<file path="src/rtl/neuron_layer_ctrl.sv">
// neuron_layer_ctrl: streams weights into a neuron array, fires it, collects and drains activations
// Ports: i_clk/i_rst_n clock and async active-low reset; i_load/i_run IDLE-only commands;
//   i_w_valid/i_w_data/o_w_ready weight stream in; o_neuron_write_weight/o_neuron_weight_sel/
//   o_neuron_weight_bus per-neuron weight writes; o_neuron_start broadcast start;
//   i_neuron_done/i_neuron_act per-neuron results; o_result_valid/o_result_data/i_result_ready
//   activation stream out; o_busy not idle; o_loaded full weight set present.
module neuron_layer_ctrl #(
    parameter int NUM_NEURONS = 8,
    parameter int NUM_WEIGHTS = 400
) (
    input  logic                      i_clk,
    input  logic                      i_rst_n,
    input  logic                      i_load,
    input  logic                      i_run,
    input  logic                      i_w_valid,
    input  logic [63:0]               i_w_data,
    output logic                      o_w_ready,
    output logic [NUM_NEURONS-1:0]    o_neuron_write_weight,
    output logic [8:0]                o_neuron_weight_sel,
    output logic [63:0]               o_neuron_weight_bus,
    output logic                      o_neuron_start,
    input  logic [NUM_NEURONS-1:0]    i_neuron_done,
    input  logic [NUM_NEURONS*64-1:0] i_neuron_act,
    output logic                      o_result_valid,
    output logic [63:0]               o_result_data,
    input  logic                      i_result_ready,
    output logic                      o_busy,
    output logic                      o_loaded
);
    localparam int NW = (NUM_NEURONS > 1) ? $clog2(NUM_NEURONS) : 1;
    typedef enum logic [2:0] {S_IDLE, S_LOAD, S_START, S_WAIT, S_DRAIN} state_t;
    state_t                  r_state;
    logic [NW-1:0]           r_n_idx;
    logic [8:0]              r_w_idx;
    logic [NW-1:0]           r_r_idx;
    logic [NUM_NEURONS-1:0]  r_mask;
    logic [63:0]             r_slot [NUM_NEURONS];
    logic [NUM_NEURONS-1:0]  w_onehot;
    logic [NUM_NEURONS-1:0]  w_new;
    logic [NUM_NEURONS-1:0]  w_mask_next;
    logic [63:0]             w_first;
    logic [NW-1:0]           w_r_next;
    logic                    w_wrap;
    logic                    w_last_beat;
    logic                    w_last_res;
    always_comb begin
        for (int i = 0; i < NUM_NEURONS; i++) w_onehot[i] = (r_n_idx == NW'(i));
        w_new       = i_neuron_done & ~r_mask;
        w_mask_next = r_mask | i_neuron_done;
        // slot 0 may be captured on the same edge that enters DRAIN
        w_first     = w_new[0] ? i_neuron_act[63:0] : r_slot[0];
        w_r_next    = r_r_idx + 1'b1;
        w_wrap      = (r_w_idx == 9'(NUM_WEIGHTS));
        w_last_beat = w_wrap && (r_n_idx == NW'(NUM_NEURONS - 1));
        w_last_res  = (r_r_idx == NW'(NUM_NEURONS - 1));
    end
    always_ff @(posedge i_clk or negedge i_rst_n) begin
        if (!i_rst_n) begin
            r_state               <= S_IDLE;
            r_n_idx               <= '0;
            r_w_idx               <= '0;
            r_r_idx               <= '0;
            r_mask                <= '0;
            for (int i = 0; i < NUM_NEURONS; i++) r_slot[i] <= '0;
            o_w_ready             <= 1'b0;
            o_neuron_write_weight <= '0;
            o_neuron_weight_sel   <= '0;
            o_neuron_weight_bus   <= '0;
            o_neuron_start        <= 1'b0;
            o_result_valid        <= 1'b0;
            o_result_data         <= '0;
            o_busy                <= 1'b0;
            o_loaded              <= 1'b0;
        end else begin
            o_neuron_write_weight <= '0;
            o_neuron_start        <= 1'b0;
            case (r_state)
                S_IDLE: begin
                    if (i_load) begin
                        r_state   <= S_LOAD;
                        r_n_idx   <= '0;
                        r_w_idx   <= '0;
                        o_loaded  <= 1'b0;
                        o_w_ready <= 1'b1;
                        o_busy    <= 1'b1;
                    end else if (i_run && o_loaded) begin
                        r_state        <= S_START;
                        o_neuron_start <= 1'b1;
                        o_busy         <= 1'b1;
                    end
                end
                S_LOAD: begin
                    if (i_w_valid) begin
                        o_neuron_write_weight <= w_onehot;
                        o_neuron_weight_sel   <= r_w_idx;
                        o_neuron_weight_bus   <= i_w_data;
                        r_w_idx               <= w_wrap ? 9'd0 : r_w_idx + 9'd1;
                        r_n_idx               <= w_wrap ? r_n_idx + 1'b1 : r_n_idx;
                        if (w_last_beat) begin
                            r_state   <= S_IDLE;
                            o_w_ready <= 1'b0;
                            o_loaded  <= 1'b1;
                            o_busy    <= 1'b0;
                        end
                    end
                end
                S_START: begin
                    r_mask  <= '0;
                    r_state <= S_WAIT;
                end
                S_WAIT: begin
                    r_mask <= w_mask_next;
                    for (int i = 0; i < NUM_NEURONS; i++)
                        if (w_new[i]) r_slot[i] <= i_neuron_act[i*64 +: 64];
                    if (&w_mask_next) begin
                        r_state        <= S_DRAIN;
                        r_r_idx        <= '0;
                        o_result_valid <= 1'b1;
                        o_result_data  <= w_first;
                    end
                end
                S_DRAIN: begin
                    if (i_result_ready) begin
                        if (w_last_res) begin
                            r_state        <= S_IDLE;
                            o_result_valid <= 1'b0;
                            o_busy         <= 1'b0;
                        end else begin
                            r_r_idx       <= w_r_next;
                            o_result_data <= r_slot[w_r_next];
                        end
                    end
                end
                default: r_state <= S_IDLE;
            endcase
        end
    end
endmodule

</file>
<file path="config.mk">
export PLATFORM = sky130hd
export DESIGN_NAME = neuron_layer_ctrl
export DESIGN_NICKNAME = d
export VERILOG_FILES = /design/src/rtl/neuron_layer_ctrl.sv
export SDC_FILE = /design/constraint.sdc
export NUM_CORES = 1
export LEC_CHECK = 0
export BUFFER_PORTS_ARGS = -buffer_cell sky130_fd_sc_hd__buf_2
export CORE_AREA = 2 2 291 293
export CTS_BUF_LIST = sky130_fd_sc_hd__clkbuf_4 sky130_fd_sc_hd__clkbuf_8
export CTS_CLUSTER_DIAMETER = 100
export CTS_CLUSTER_SIZE = 16
export DETAILED_ROUTE_END_ITERATION = 8
export DIE_AREA = 0 0 293 295
export PLACE_DENSITY = 0.58
export REMOVE_ABC_BUFFERS = 1
export SLEW_MARGIN = 10
export SYNTH_ARGS = -nofsm -noshare
export SYNTH_HDL_FRONTEND = slang
export SYNTH_SLANG_ARGS = --single-unit
</file>
<file path="constraint.sdc">
create_clock -name i_clk -period 3 [get_ports i_clk]
set_input_delay 0.15 -clock i_clk [delete_from_list [all_inputs] [get_ports i_clk]]
set_output_delay 0.15 -clock i_clk [all_outputs]
set_load 0.01 [all_outputs]
</file>
==> flow_summary_export.csv <==
group,metric,value,unit
floorplan,design.core.area,83160,µm²
sta,hold_violations,0,
global_routing,track_usage,23.57,%
cells_and_area,areaGrowthSynthToFinish,38.12,%
floorplan,dieHeight,295,µm
synth,synthDistinctLibCells,48,
worst_setup_path,crit_slowest_cell,"nor3b_2",
worst_setup_path,arrival,3.16,ns
clock_network,clock_sinks,688,
floorplan,die-width,293,µm
sta,fmax,383.2,MHz
worst_setup_path,endpoint_kind,"flop",
routing,drc,0,
sta,skew,0.04306,ns
run_status,outcome,"complete, no violations",
routing,dr.pass1.iters,4,
clock_network,root_buffer,"clkbuf_8",
synth,synth_ff_type,"dfrtp_1",
sta,finalCriticalPeriod,2.609,ns
synth,synth_cells,2070,
synth,postSynthAreaPerCell,14.82,µm²
place,place_inst,3803,
worst_setup_path,rr_worst_depth,6,
global_routing,antenna_found_initial,16,
synth,async_flop_share,100.0,%
global_routing,grt_max_degree,85,
global_routing,grt_pass1_wl,154700,µm
sta,rsz0062_at_grt,"no",
synth,synth_top_area_share,56.13,%
routing,avgRoutedWirePerCell,23.19,µm
clock_network,postCtsSetupBuffers,0,
clock_network,cts_tree,"done",
worst_setup_path,setup.worst_path.start_class,"flop",
hold_path,min_path_type,"in -> reg",
floorplan,io_pins,740,
floorplan,rows,106,
worst_setup_path,crit_chain,"nor2b_1 > buf_4 > nand2_2 > nor3b_2 > buf_12 > mux2_2",
sta,setup_viol,0,
global_routing,overflow,0,
clock_network,cts_resized,0,
routing,postRouteAntennaNets,0,
pwr,irDropWorstVdd,0.9285,mV
sta,final_max_slew_viol_count,0,
routing,via_per_inst,5.126,
synth,ys_ff_latch,688,
place,port_buffers,739,
hold_path,holdCritStartpoint,"i_run",
worst_setup_path,critical_path_required,3.55,ns
pwr,p_leak,18.81,nW
worst_setup_path,critPathMaxFanout,55,
cells_and_area,drive_gt1_share,47.02,%
hold_path,hold_depth,5,
synth,yosysSeqAreaShare,56.13,%
clock_network,cts_made_buffers,50,
hold_path,worstHoldEndpoint,"r_state[1]",
cells_and_area,final_cell_mix,"738 x buf_2, 687 x dfrtp_1, 590 x dlygate4sd3_1, 583 x mux2_2, 146 x nor2_1",
cells_and_area,mostFrequentLayoutCell,"buf_2",
synth,post-synth-top-area-cell,"dfrtp_1",
cells_and_area,nNetsFinal,3966,
global_routing,first_global_vias,25660,
place,dp_hpwl,68090,µm
run,drv_cap,0,
sta,whs,0.1706,ns
pwr,power.density,873.1,nW/µm²
clock_network,clock_latency,0.68,ns
worst_setup_path,crit_type,"reg -> reg",
worst_setup_path,r2r_start,"r_state[1]",
sta,slew_headroom,41.04,%
clock_network,clkSlewWorstSetupHoldPaths,0.12,ns
floorplan,die_area,86440,µm²
routing,via_count,22910,
synth,synth_enable_flop_cells,0,
clock_network,cts_max_path_buffers,3,
routing,drt_iter0_markers,1065,
clock_network,htreeDepth,2,
floorplan,initial_core_util,36.89,%
sta,worst_pin_slew,0.8777,ns
sta,min_period_over_period,86.98,%
worst_setup_path,timing.rr.end,"r_slot[116]",
synth,synth_area,30670,µm²
place,place.gp.congestion,0.8430,
cells_and_area,fin_cells,4469,
routing,routed_wl,103600,µm
synth,yosys-top-cells-area,"dfrtp_1 56%, mux2_2 21%, mux4_2 9.4%, mux2i_1 2.2%, nor2_1 1.8%",
worst_setup_path,slowest_delay,0.51,ns
synth,synth_warnings,0,
worst_setup_path,reg2reg_slack,0.39,ns
[where the power goes]
group	internal, mW	switching, mW
registers	13.8	2.75
logic	9.00	6.71
clock network	1.62	3.10
total	24.4	12.6
[worst max-delay path by stage]
stage / from / end / slack (ns)
finish: r_state[1] / r_slot[116] / 0.39
global route: r_state[1] / r_slot[116] / 0.22
CTS: r_state[1] / r_slot[102] / 0.39
detailed placement: r_state[2] / r_slot[119] / 0.40
global placement: r_state[2] / r_slot[77] / 0.45
floorplan: r_r_idx[0] / o_result_data[0] / -6.01
[critical path: cells and delay by family, from the launching register on]
kind / cells / cell delay [ns]
AND/OR/NAND/NOR: 3 / 0.91
buffers and inverters: 2 / 0.64
flip-flops: 1 / 0.48
multiplexers: 1 / 0.41
[metrics by stage]
stage	setup WS [ns]	util (%)	power (mW)	setup TNS, ns	instance area [µm²]
floorplan	-6.009	-	26.42	-2112.58	29710
global placement	0.4481	42.84	31.12	0	35620
detailed placement	0.4041	42.84	31.85	0	35620
CTS	0.3919	50.90	37.21	0	42330
global route	0.2201	50.93	39.22	0	42350
finish	0.3907	50.95	36.99	0	42370
[flip-flops by register name (all words and copies together) (netlist names)]
signal                 flops
o_busy                     1
o_loaded                   1
o_neuron_start             1
o_neuron_weight_bus       64
o_neuron_weight_sel        9
o_neuron_write_weight      8
o_result_data             64
o_result_valid             1
o_w_ready                  1
r_mask                     8
r_n_idx                    3
r_r_idx                    3
r_slot                   512
r_state                    3
r_w_idx                    9
[cell families after synthesis]
family	Yosys count	share of synthesized area [%]
compound gates	166	3.178
xor+xnor	5	0.1428
fa+ha+maj	10	0.4079
buf+inv	149	3.259
flops	688	56.13
mux	781	33.10
simple gates	271	3.781
[what timing repair did]
| item | in CTS | in global routing |
|---|---|---|
| endpoints found under the setup margin | 0 | 0 |
| hold buffers | 591 | 0 |
| endpoints found under the hold margin | 1049 | 0 |
[routing by layer]
metal / share of wire, % / GRT usage, % / up-vias / wire length [µm]
li1: - / - / 10120 / -
met1: 40 / 28.29 / 11800 / 41080
met2: 52 / 42.46 / 777 / 53830
met3: 5.3 / 4.157 / 203 / 5457
met4: 3.1 / 8.443 / 6 / 3238
met5: 0.038 / 0 / - / 39
[synth_stat cells (2+ instances only)]
cell       number
inv_1           9
a31oi_1        65
nand2_1        75
a21oi_1        80
and3_1          8
mux2_2        583
ha_1           10
nor4_1          2
nor2_1        147
clkbuf_1       20
xor2_1          2
and2_1          3
dfrtp_1       688
buf_4          13
a22o_1          2
buf_6          42
or2_2           2
buf_2          61
o22a_1          2
nor3_1          5
xnor2_1         3
mux4_2        128
o2bb2ai_1       2
nor4b_1         2
a21o_1          2
mux2_1          4
o22ai_1         3
mux2i_1        66
buf_1           4
nor3b_1         8
or3_1           3
nand3_1         5
o21ai_0         6
[layout make-up]
| type | instances | area [µm²] |
|---|---|---|
| diodes | 16 | 40.04 |
| clock buffers | 54 | 737.0 |
| clock inverters | 5 | 41.29 |
| fillers | 7070 | 40790 |
| inverters | 9 | 33.78 |
| multi-input cells | 1233 | 12530 |
| flip-flops and latches | 688 | 17220 |
| well taps | 1080 | 1351 |
| repair buffers | 1384 | 10420 |
Note: power is estimated with default switching activity, not from simulation.
